`src/rtl/gray_pkg.sv`:
```
// +--------------------------------------------------------------------------+
// | gray_pkg : shared Gray-code types, width constant and encoder helper      |
// | Revision : 1.0                                                            |
// +--------------------------------------------------------------------------+
`default_nettype none

package gray_pkg;

   localparam int GRAY_WIDTH = 4;

   typedef enum logic {
      IDLE = 1'b0,
      PEND = 1'b1
   } gray_tx_state_t;

   // Written for the default width; also used by the decoder bench.
   function automatic logic [GRAY_WIDTH-1:0] bin2gray(input logic [GRAY_WIDTH-1:0] b);
      return b ^ (b >> 1);
   endfunction

endpackage

`default_nettype wire

```
`src/rtl/switch_debounce.sv`:
```
// +--------------------------------------------------------------------------+
// | switch_debounce : 2-flop synchronizer plus run-length debounce counter    |
// | Revision : 1.0                                                            |
// +--------------------------------------------------------------------------+
`default_nettype none

module switch_debounce
   import gray_pkg::*;
#(
   parameter int WIDTH           = GRAY_WIDTH,
   parameter int DEBOUNCE_CYCLES = 4
) (
   input  logic             clk,
   input  logic             rst_n,
   input  logic [WIDTH-1:0] sw_i,
   output logic [WIDTH-1:0] stable_o
);

   localparam int             CW       = $clog2(DEBOUNCE_CYCLES + 1);
   localparam logic [CW-1:0]  CNT_MAX  = CW'(DEBOUNCE_CYCLES);
   localparam logic [CW-1:0]  CNT_LAST = CW'(DEBOUNCE_CYCLES - 1);

   logic [WIDTH-1:0] sync1_q, sync2_q;
   logic [WIDTH-1:0] cand_q, cand_d;
   logic [WIDTH-1:0] stable_q, stable_d;
   logic [CW-1:0]    cnt_q, cnt_d;

   always_comb begin
      cand_d   = cand_q;
      cnt_d    = cnt_q;
      stable_d = stable_q;
      if (sync2_q != cand_q) begin
         cand_d = sync2_q;
         cnt_d  = '0;
      end else begin
         if (cnt_q < CNT_MAX) begin
            cnt_d = cnt_q + 1'b1;
         end
         // Counter saturates, so the commit fires exactly once per run.
         if (cnt_q == CNT_LAST) begin
            stable_d = cand_q;
         end
      end
   end

   always_ff @(posedge clk) begin
      if (!rst_n) begin
         sync1_q  <= '0;
         sync2_q  <= '0;
         cand_q   <= '0;
         cnt_q    <= '0;
         stable_q <= '0;
      end else begin
         sync1_q  <= sw_i;
         sync2_q  <= sync1_q;
         cand_q   <= cand_d;
         cnt_q    <= cnt_d;
         stable_q <= stable_d;
      end
   end

   assign stable_o = stable_q;

endmodule

`default_nettype wire

```
`src/rtl/gray_encoder_sync.sv`:
```
// +--------------------------------------------------------------------------+
// | gray_encoder_sync : debounced switch word to Gray code, valid/ready out   |
// | Option   : GRAY_PARITY_EN adds registered gray_parity output              |
// | Revision : 1.0                                                            |
// +--------------------------------------------------------------------------+
`default_nettype none

module gray_encoder_sync
   import gray_pkg::*;
#(
   parameter int WIDTH           = GRAY_WIDTH,
   parameter int DEBOUNCE_CYCLES = 4
) (
   input  logic             clk,
   input  logic             rst_n,
   input  logic [WIDTH-1:0] sw,
   input  logic             gray_ready,
   output logic [WIDTH-1:0] gray_code,
   output logic [WIDTH-1:0] bin_code,
`ifdef GRAY_PARITY_EN
   output logic             gray_parity,
`endif
   output logic             gray_valid
);

   logic [WIDTH-1:0] stable;
   logic [WIDTH-1:0] enc;
   logic [WIDTH-1:0] last_bin_q, last_bin_d;
   logic [WIDTH-1:0] gray_q, gray_d;
   logic [WIDTH-1:0] bin_q, bin_d;
   gray_tx_state_t   state_q, state_d;
`ifdef GRAY_PARITY_EN
   logic             parity_q, parity_d;
`endif

   switch_debounce #(
      .WIDTH           (WIDTH),
      .DEBOUNCE_CYCLES (DEBOUNCE_CYCLES)
   ) u_debounce (
      .clk      (clk),
      .rst_n    (rst_n),
      .sw_i     (sw),
      .stable_o (stable)
   );

   generate
      if (WIDTH == GRAY_WIDTH) begin : g_pkg_enc
         assign enc = bin2gray(stable);
      end else begin : g_gen_enc
         assign enc = stable ^ (stable >> 1);
      end
   endgenerate

   always_comb begin
      state_d    = state_q;
      last_bin_d = last_bin_q;
      gray_d     = gray_q;
      bin_d      = bin_q;
`ifdef GRAY_PARITY_EN
      parity_d   = parity_q;
`endif
      case (state_q)
         IDLE: begin
            if (stable != last_bin_q) begin
               gray_d     = enc;
               bin_d      = stable;
               last_bin_d = stable;
`ifdef GRAY_PARITY_EN
               parity_d   = ^enc;
`endif
               state_d    = PEND;
            end
         end
         PEND: begin
            // Word is frozen here; newer stable values wait for IDLE.
            if (gray_ready) begin
               state_d = IDLE;
            end
         end
         default: state_d = IDLE;
      endcase
   end

   always_ff @(posedge clk) begin
      if (!rst_n) begin
         state_q    <= IDLE;
         last_bin_q <= '0;
         gray_q     <= '0;
         bin_q      <= '0;
`ifdef GRAY_PARITY_EN
         parity_q   <= 1'b0;
`endif
      end else begin
         state_q    <= state_d;
         last_bin_q <= last_bin_d;
         gray_q     <= gray_d;
         bin_q      <= bin_d;
`ifdef GRAY_PARITY_EN
         parity_q   <= parity_d;
`endif
      end
   end

   assign gray_code  = gray_q;
   assign bin_code   = bin_q;
   assign gray_valid = (state_q == PEND);
`ifdef GRAY_PARITY_EN
   assign gray_parity = parity_q;
`endif

endmodule

`default_nettype wire

```
`config.mk`:
```
export PLATFORM = sky130hd
export DESIGN_NAME = gray_encoder_sync
export DESIGN_NICKNAME = d
export VERILOG_FILES = /design/src/rtl/gray_pkg.sv /design/src/rtl/switch_debounce.sv /design/src/rtl/gray_encoder_sync.sv
export SDC_FILE = /design/constraint.sdc
export NUM_CORES = 1
export LEC_CHECK = 0
export BUFFER_PORTS_ARGS = -buffer_cell sky130_fd_sc_hd__buf_2
export CORE_MARGIN = 2
export CORE_UTILIZATION = 27
export DETAILED_ROUTE_END_ITERATION = 8
export HOLD_SLACK_MARGIN = 0.03
export SLEW_MARGIN = 0
export SYNTH_ARGS = -nofsm -noshare
export SYNTH_HDL_FRONTEND = slang
export SYNTH_SLANG_ARGS = --single-unit
```
`constraint.sdc`:
```
create_clock -name clk -period 1.9 [get_ports clk]
set_input_delay 0.475 -clock clk [delete_from_list [all_inputs] [get_ports clk]]
set_output_delay 0.475 -clock clk [all_outputs]
set_load 0.05 [all_outputs]
```
-- Word level (Yosys, flattened, before mapping)
Cells that the tools add are included.
- input bits: 7
- flip-flop bits (word level): 28
- logic and storage cells: 23
- output and inout port bits: 9
- add/sub/neg operators: 1
- equality and inequality tests: 3
- bitwise operators: 4
- mux-type cells: 3
- reductions and logical operators: 3
- $lt $le $gt $ge: 1
- operators with widths (kind ; count):
    $ne A4 B4 Y1 ; 2
    $reduce_and A2 Y1 ; 2
    $xor A4 B3 Y4 ; 1
    $add A3 B1 Y3 const B ; 1
    $eq A3 B2 Y1 const B ; 1
    $lt A3 B3 Y1 const B ; 1
    $not A1 Y1 ; 3
    $mux W1 ; 2
    $pmux W1 S2 ; 1
    $reduce_or A2 Y1 ; 1

-- Longest topological paths before layout
Gate-level depths: netlist (run 1).
- depth after elaboration: 3
- mapped depth: 5
- mapped depth without buffers: 4

-- By module
A second synthesis (run 1) with hierarchy kept.
- cell total of the unflattened synthesis: 99
- area, all modules: 1039.7 µm²
- modules (own cells, without submodules) (module ; cells each ; instances ; area an instance (µm²) ; sequential area each (µm²)):
    switch_debounce ; 61 ; 1 ; 661.9 ; 380.4
    gray_encoder_sync ; 38 ; 1 ; 377.9 ; 160.2

-- Least setup slack after synthesis (run 1)
No wires, ideal clock.
- kind: reg2reg
- start point: register, netlist name bin_code[0]
- end point: register gray_q[0] (netlist: gray_code[0])
- data required time: 1.783 ns
- slack: 0.396 ns
- buffers on the path: 0
- period minus slack after synthesis: 1.504 ns
- setup time: 0.117 ns
- data arrival time: 1.387 ns
- stages on the path, launching flop included: 5
- cells stage by stage: dfxtp_1 > xnor2_1 > a41oi_4 > mux2i_1 > nor2b_1
- RTL lines (element ; RTL line ; source):
    end signal, assigned ; gray_encoder_sync.sv:96 ; gray_q <= gray_d;
    end, declared ; gray_encoder_sync.sv:29 ; logic [WIDTH-1:0] gray_q, gray_d;

-- Final worst setup path (run 1)
- start point: register state_q (netlist: gray_valid)
- end point: output port gray_valid
- RTL lines (element ; RTL line ; source):
    start, declared ; gray_encoder_sync.sv:31 ; gray_tx_state_t state_q, state_d;
    start signal, assigned ; gray_encoder_sync.sv:94 ; state_q <= state_d;
    end, declared ; gray_encoder_sync.sv:23 ; output logic gray_valid
No word-level cell between the ends.

==> impl_metrics.tcl, run 1 <==
set metrics [dict create \
    ys_top_cells_by_count "dfxtp_1 (27), and2_1 (13), mux2i_1 (12)" \
    synthCells 98 \
    place_worst_setup_slack_ps 496 \
    worst_pin_slew_ps 408 \
    finalCritPeriodShare_pct 86.4 \
    rows 22 \
    rsz0062_at_grt "no" \
    async_flop_share_pct 0 \
    ys_warn_count 0 \
    ir_drop_mv 0.358 \
    start_kind "flop" \
    max_cap_viol_count 0 \
    setup_ws_ps 259 \
    placed_cell_area_mm2 0.00115 \
    cp_slowest_cell "dfxtp_1" \
    vias 622 \
    root_buffer "clkbuf_8" \
    fmax_mhz 609 \
    gr-usage-all-layers_pct 7.74 \
    grt_first_pass_wirelength_um 2590 \
    end_kind "output pin" \
    clk_latency_ps 270 \
    synth_top_area_share_pct 51.1 \
    syn_avg_cell_area_um2 10.8 \
    antenna_cells 0 \
    cts_resized 0 \
    slew_headroom_pct 72.8 \
    area_growth_pct 13.2 \
    holdBufCountCts 0 \
    drt_first_pass_iters 3 \
    io_pins 16 \
    p_leak_nw 0.491 \
    pwr_density_cell_mw_per_mm2 804 \
    postRouteAntennaNets 0 \
    nFillCells 388 \
    core_area_mm2 0.00372 \
    yosys_most_used_dff "dfxtp_1" \
    outcome "finished, final reports clean" \
    synth-seq-cells 27 \
    crit_buf_inv 1 \
    synth_cell_types 19 \
    synth.most_common_cell "dfxtp_1" \
    dieArea_mm2 0.00444 \
    fin_skew_ps 2.97 \
    worst-path-max-fanout 7 \
    cts_tree "yes" \
    worst_ep_arrival_time_ps 1170 \
    syn_nets 107 \
    drive_above_1_share_pct 18.3 \
    final_cell_area_mm2 0.00120 \
    slowest_delay_ps 560 \
    io_buffers 15 \
    drtIter0Drc 19 \
    crit_chain "buf_2" \
    die_w_um 66.6 \
    synth_edf_count 0 \
    hold_violations 0 \
    finish.utilization_pct 32.3 \
    cts_sinks 27 \
    timing.hold.ws_ps 403 \
    grt_pass1_vias 594 \
    synth_area_leaders "dfxtp_1 (51%), mux2i_1 (11%), and2_1 (7.7%), xor2_1 (6.6%), nor2b_1 (4.7%)" \
    netlist_area_mm2 0.00106 \
    final_max_slew_viol_count 0 \
    fin_crit_ps 1640 \
    place_congestion 0.729 \
    die_y_um 66.6 \
    drc 0 \
    grt_max_degree 30 \
    cts_setup_buffers 0 \
    cts_max_level 1 \
    initial_core_util_pct 28.5 \
    dp_hpwl_um 1140 \
    hp-class "primary input to flop" \
    cts-buffers-inserted 3 \
    crit_family "flip-flops" \
    fin_setup_tns_ps 0 \
    worst-endpoint-required_ps 1420 \
    vias_per_cell 3.96 \
    crit_type "flop to output pin" \
    ys_seq_area_share_pct 51.1 \
    nets 119 \
    grt_antenna_before_repair 0 \
    wirelength_um 1610 \
    cts_buffer_depth 2 \
    setup_viol 0 \
    synth_area_leader_cell "dfxtp_1" \
    grt-ovfl-total 0 \
    post_drt_wl_per_cell_um 10.2 \
    path_clk_slew_ps 100 \
]
kinds of logic (layout without fill, tap and decap cells):
group                    Yosys count  count (layout)  share of synthesized area, %
AO/OA/AOI/OAI                      3               3                          3.78
XOR/XNOR                          12              12                          9.93
adder cells (fa/ha/maj)            2               2                          2.36
buffers and inverters              9              20                          4.61
flip-flops                        27              27                          51.1
multiplexers                      12              12                          11.3
AND/OR/NAND/NOR                   33              33                          16.9
metal layers:
layer  track usage (%)  wire length, um  vias up
li1                  -                -      332
met1              8.74              734      275
met2              13.3              767       13
met3              2.70               78        2
met4              3.06               24        0
met5                 0                0        -
worst paths after layout:
check,from,end,slack [ps],depth (start not counted)
max,gray_valid,gray_valid,260,1
min,sw[2],u_debounce.sync1_q[2],400,2
max reg2reg,u_debounce.cand_q[1],u_debounce.stable_o[2],480,4
min reg2reg,u_debounce.sync1_q[2],u_debounce.sync2_q[2],440,1
cell type report:
cell class / instances / area [um2] / area share [%]
clock buffers: 3 / 41.3 / 3.44
clock inverters: 1 / 8.76 / 0.731
inverters: 1 / 3.75 / 0.313
multi-input cells: 62 / 469 / 39.1
flip-flops and latches: 27 / 541 / 45.1
well taps: 48 / 60.1 / 5.01
repair buffers: 15 / 75.1 / 6.26
stage by stage:
step                      power (mW)  cells
final                          0.964    157
after global routing            1.01    157
after CTS                      0.984    157
after detailed placement       0.641    153
after global placement         0.639    153
after floorplan                0.629     98
cells in the final DEF (no fill, tap or decap), drive strengths merged:
cell type / n
mux2i: 12
nand2: 9
buf: 15
a41oi: 1
nor2b: 8
a21oi: 1
o21a: 1
clkbuf: 3
ha: 2
nor4: 1
dfxtp: 27
xor2: 8
and2: 13
xnor2: 4
inv: 2
nor2: 2
power by group:
group          internal [mW]  leakage (nW)  switching [mW]
Combinational         0.0204         0.245          0.0198
Sequential             0.580         0.220         0.00667
Clock                  0.154        0.0261           0.184
Total                  0.754         0.491           0.210
worst reg2reg max path, cell delays in order (launching register included):
cell	delay (ps)
dfxtp_1	330
xor2_1	160
nor4_1	330
and2_1	310
mux2i_1	220
flip-flops by register name, summed over array words and instances, names as in the netlist:
| register | cells |
|---|---|
| gray_valid | 1 |
| u_debounce.sync2_q | 4 |
| u_debounce.cand_q | 4 |
| u_debounce.cnt_q | 3 |
| bin_code | 3 |
| u_debounce.sync1_q | 4 |
| gray_code | 4 |
| u_debounce.stable_o | 4 |
Note: power is estimated with default switching activity, not from simulation.
==> inputs of run 2 (changes only) <==
==> constraint.sdc (replaced) <==
create_clock -name clk -period 1.65 [get_ports clk]
set_input_delay 0.4125 -clock clk [delete_from_list [all_inputs] [get_ports clk]]
set_output_delay 0.4125 -clock clk [all_outputs]
set_load 0.05 [all_outputs]
==> run 2 against run 1 <==
Effect of this change:
- global-route usage grew 0.38 points
- sequential power increased by 15%
- register-to-register slack worse by 250 ps
- largest power group unchanged
==> impl_metrics.tcl, run 2 (synthesis results as in run 1) <==
set metrics [dict create \
    met1_length_um 745 \
    clock_power_share_pct 33.3 \
    layout_commonest_cell "dfxtp_1" \
    io_buffers 15 \
    fin_cells 158 \
    nets 120 \
    wl_met2_um 694 \
    holdBufCountCts 0 \
    rows 22 \
    dp_hpwl_um 1150 \
    vias_per_cell 4.07 \
    drive_above_1_share_pct 19.1 \
    crit_type "flop to output pin" \
    worst-path-max-fanout 7 \
    ff2ff_path_depth 4 \
    cp.depth 1 \
    drt_first_pass_iters 2 \
    hp-class "primary input to flop" \
    grt_first_pass_wirelength_um 2660 \
    r2r-end "u_debounce.stable_o[1]" \
    slowest_delay_ps 540 \
    fin_setup_tns_ps 0 \
    cts_setup_buffers 0 \
    worst_pin_slew_ps 397 \
    post_drt_wl_per_cell_um 9.74 \
    layout_common_cells "dfxtp_1 (27), buf_2 (15), and2_1 (13), mux2i_1 (12), nand2_1 (9)" \
    setup_viol 0 \
    start_kind "flop" \
    end_kind "output pin" \
    power_mw 1.08 \
    combPwrFrac_pct 4.3 \
    vias 643 \
    crit_buf_inv 1 \
    crit_start "gray_valid" \
    wl_met3_um 72 \
    core_area_mm2 0.00372 \
    drc 0 \
    nFillCells 391 \
    root_buffer "clkbuf_8" \
    cts_tree "yes" \
    cts_max_level 1 \
    critical_path.endpoint "gray_valid" \
    path_clk_slew_ps 90 \
    sw_frac_of_total_pct 20.6 \
    fmax_mhz 638 \
    fin_crit_ps 1570 \
    seqCellArea_um2 541 \
    clk_latency_ps 270 \
    multi_input_area_um2 469 \
    highest-signal-layer "met4" \
    outcome "finished, final reports clean" \
    crit_chain "buf_2" \
    grt_pass1_vias 605 \
    place_congestion 0.692 \
    p_switching_mw 0.223 \
    power_frac_seq_pct 62.4 \
    slew_headroom_pct 73.5 \
    wirelength_um 1540 \
    crit_family "flip-flops" \
    hold_violations 0 \
    finish.utilization_pct 32.4 \
    io_pins 16 \
    holdPathStages 2 \
    cts_sinks 27 \
    final_max_slew_viol_count 0 \
    cts_resized 0 \
    rsz0062_at_grt "no" \
    antenna_cells 0 \
    rrSetupSlack_ps 230 \
    max_cap_viol_count 0 \
    drtIter0Drc 3 \
    ir_drop_mv 0.579 \
    die_w_um 66.6 \
    p_leak_nw 0.496 \
    postRouteAntennaNets 0 \
    finalCritPeriodShare_pct 94.9 \
    internal-power_mw 0.860 \
    area_growth_pct 13.6 \
    initial_core_util_pct 28.5 \
    cp_slowest_cell "dfxtp_1" \
    grt-ovfl-total 0 \
    worst-endpoint-required_ps 1240 \
    pwr_density_cell_mw_per_mm2 901 \
    dieArea_mm2 0.00444 \
    die_y_um 66.6 \
    dp.cells 154 \
    grt_antenna_before_repair 0 \
    cts_buffer_depth 2 \
    r2r_start "u_debounce.cand_q[1]" \
    gr-usage-all-layers_pct 8.12 \
    fin_skew_ps 2.65 \
    worst_ep_arrival_time_ps 1150 \
    cts-buffers-inserted 3 \
    grt_max_degree 30 \
]
run 2: how the worst min path moves through the flow:
| stage | slack (ps) | startpoint | end |
|---|---|---|---|
| 2_1_floorplan | 410 | u_debounce.sync1_q[0] | u_debounce.sync2_q[0] |
| 3_3_place_gp | 420 | u_debounce.sync1_q[2] | u_debounce.sync2_q[2] |
| 3_5_place_dp | 420 | u_debounce.sync1_q[1] | u_debounce.sync2_q[1] |
| 4_1_cts | 340 | sw[0] | u_debounce.sync1_q[0] |
| 5_1_grt | 330 | sw[0] | u_debounce.sync1_q[0] |
| 6_report | 350 | sw[3] | u_debounce.sync1_q[3] |
run 2: per-stage QoR:
stage	hold slack (ps)	area (um2)	setup slack, ps
6_report	347	1200	83.5
3_3_place_gp	416	1160	315
3_5_place_dp	422	1160	231
2_1_floorplan	412	1060	146
4_1_cts	341	1200	68.4
5_1_grt	331	1200	1.08
run 2: power groups by stage:
stage / sequential [mW] / clock [mW] / combinational, mW
floorplan: 0.689 / 0 / 0.0349
global placement: 0.690 / 0 / 0.0446
detailed placement: 0.691 / 0 / 0.0475
CTS: 0.676 / 0.377 / 0.0478
global route: 0.678 / 0.415 / 0.0540
finish: 0.676 / 0.361 / 0.0466
run 2: area by class of cell:
class	count	share of cell area [%]
sequential	27	45.0
multi-input combinational	62	39.0
clock buffer	3	3.43
inverter	1	0.312
timing repair buffer	16	6.87
clock inverter	1	0.416
tap	48	4.99
run 2: layer usage:
layer	up-vias	GRT usage [%]
li1	334	-
met1	293	9.74
met2	14	13.1
met3	2	3.04
met4	0	3.06
met5	-	0
==> inputs of run 3 (changes only) <==
--- a/config.mk
+++ b/config.mk
@@ -10,6 +10,8 @@
 export CORE_UTILIZATION = 27
 export DETAILED_ROUTE_END_ITERATION = 8
 export HOLD_SLACK_MARGIN = 0.03
+export PLACE_DENSITY = 0.48
+export RECOVER_POWER = 25
 export SLEW_MARGIN = 0
 export SYNTH_ARGS = -nofsm -noshare
 export SYNTH_HDL_FRONTEND = slang
==> run 3 against run 2 <==
Effect of this change:
- final cell count grew 1.3%
- die area is the same
- first-iteration DRC count grew to 6.7 times the previous value
- sequential share of layout area shrank 0.51 points
- sequential power is essentially flat
- global-route usage grew 0.96 points
- power grew 0.84%
- core utilization grew 0.37 points
- worst hold slack lost 2.3 ps
- setup slack gained 160 ps
- critical path depth grew 3
- wire length grew 8.1%
- critical endpoint is now u_debounce.stable_o[2]
==> impl_metrics.tcl, run 3 (synthesis results as in run 1) <==
set metrics [dict create \
    drt_first_pass_iters 4 \
    dieArea_mm2 0.00444 \
    wirelength_um 1660 \
    postRouteAntennaNets 0 \
    drc 0 \
    area_growth_pct 14.9 \
    drtIter0Drc 20 \
    timing.hold.ws_ps 345 \
    worst_pin_slew_ps 984 \
    p_leak_nw 0.501 \
    internal-power_mw 0.860 \
    cts_tree "yes" \
    end_kind "flop" \
    fin_cells 160 \
    layout_common_cells "dfxtp_1 (27), buf_2 (14), mux2i_1 (12), and2_1 (9), nand2_1 (9)" \
    rows 22 \
    die_w_um 66.6 \
    grt_pass1_vias 647 \
    place_congestion 0.730 \
    grt-ovfl-total 0 \
    initial_core_util_pct 28.5 \
    io_pins 16 \
    vias_per_cell 4.14 \
    fmax_mhz 709 \
    holdBufCountCts 0 \
    nets 122 \
    cts_buffer_depth 2 \
    fin_crit_ps 1410 \
    layout_commonest_cell "dfxtp_1" \
    slew_headroom_pct 34.4 \
    cts-buffers-inserted 3 \
    max_cap_viol_count 0 \
    clk_latency_ps 270 \
    seqCellArea_um2 541 \
    fin_setup_tns_ps 0 \
    rsz0062_at_grt "no" \
    grt_max_degree 30 \
    dp_hpwl_um 1190 \
    root_buffer "clkbuf_8" \
    cts_max_level 1 \
    pwr_density_cell_mw_per_mm2 898 \
    setup_viol 0 \
    nFillCells 401 \
    cts_sinks 27 \
    hold_violations 0 \
    clock_power_share_pct 33.9 \
    die_y_um 66.6 \
    path_clk_slew_ps 90 \
    cts_resized 0 \
    finalCritPeriodShare_pct 85.5 \
    cts_setup_buffers 0 \
    io_buffers 15 \
    grt_antenna_before_repair 0 \
    drive_above_1_share_pct 19.6 \
    fin_skew_ps 5.63 \
    worst_ep_arrival_time_ps 1610 \
    outcome "finished, final reports clean" \
    start_kind "flop" \
    antenna_cells 0 \
    worst-path-max-fanout 4 \
    ir_drop_mv 0.452 \
    sw_frac_of_total_pct 21.3 \
    power_frac_seq_pct 61.8 \
    gr-usage-all-layers_pct 9.08 \
    multi_input_area_um2 469 \
    dp.cells 156 \
    p_switching_mw 0.233 \
    final_max_slew_viol_count 0 \
    hp-class "primary input to flop" \
    vias 663 \
    crit_type "flop to flop" \
    worst-endpoint-required_ps 1850 \
    grt_first_pass_wirelength_um 2920 \
    core_area_mm2 0.00372 \
    post_drt_wl_per_cell_um 10.4 \
    combPwrFrac_pct 4.3 \
]
## run 3: worst paths after layout
check	startpoint	end	slack (ps)	cells after the start
worst max-delay path	u_debounce.cand_q[1]	u_debounce.stable_o[2]	240	4
worst min-delay path	sw[3]	u_debounce.sync1_q[3]	350	2
worst max register to register	u_debounce.cand_q[1]	u_debounce.stable_o[2]	240	4
worst min register to register	u_debounce.sync1_q[3]	u_debounce.sync2_q[3]	440	1
## run 3: routing by layer
| layer | vias up | global-route usage [%] | share of wire [%] |
|---|---|---|---|
| met1 | 312 | 10.5 | 45 |
| li1 | 335 | - | - |
| met3 | 2 | 4.22 | 5.4 |
| met4 | 0 | 3.83 | 1.7 |
| met2 | 14 | 14.4 | 48 |
| met5 | - | 0 | 0 |
## run 3: power by group through the flow
stage | clock network, mW | logic (mW) | registers [mW]
finish | 0.370 | 0.0465 | 0.675
global route | 0.417 | 0.0549 | 0.678
CTS | 0.389 | 0.0483 | 0.676
detailed placement | 0 | 0.0484 | 0.691
global placement | 0 | 0.0466 | 0.690
floorplan | 0 | 0.0349 | 0.689
## run 3: layout make-up
type	count	area share, %
clock buffers	3	3.40
multi-input cells	62	38.6
flip-flops and latches	27	44.4
repair buffers	18	7.92
inverters	1	0.309
clock inverters	1	0.412
well taps	48	4.94
## run 3: metrics by stage
step	area, um2	util, %	setup WS [ps]	power [mW]
after global placement	1170	31.5	298	0.737
after global routing	1220	32.7	136	1.15
after detailed placement	1170	31.5	260	0.739
after floorplan	1060	-	146	0.724
after CTS	1220	32.8	214	1.11
final	1220	32.7	239	1.09
## run 3: worst max-delay path, cell delays in order, from the launching register on
cell	delay [ps]
dfxtp_1	330
xor2_1	150
nor4_1	340
and2_1	300
mux2i_1	230
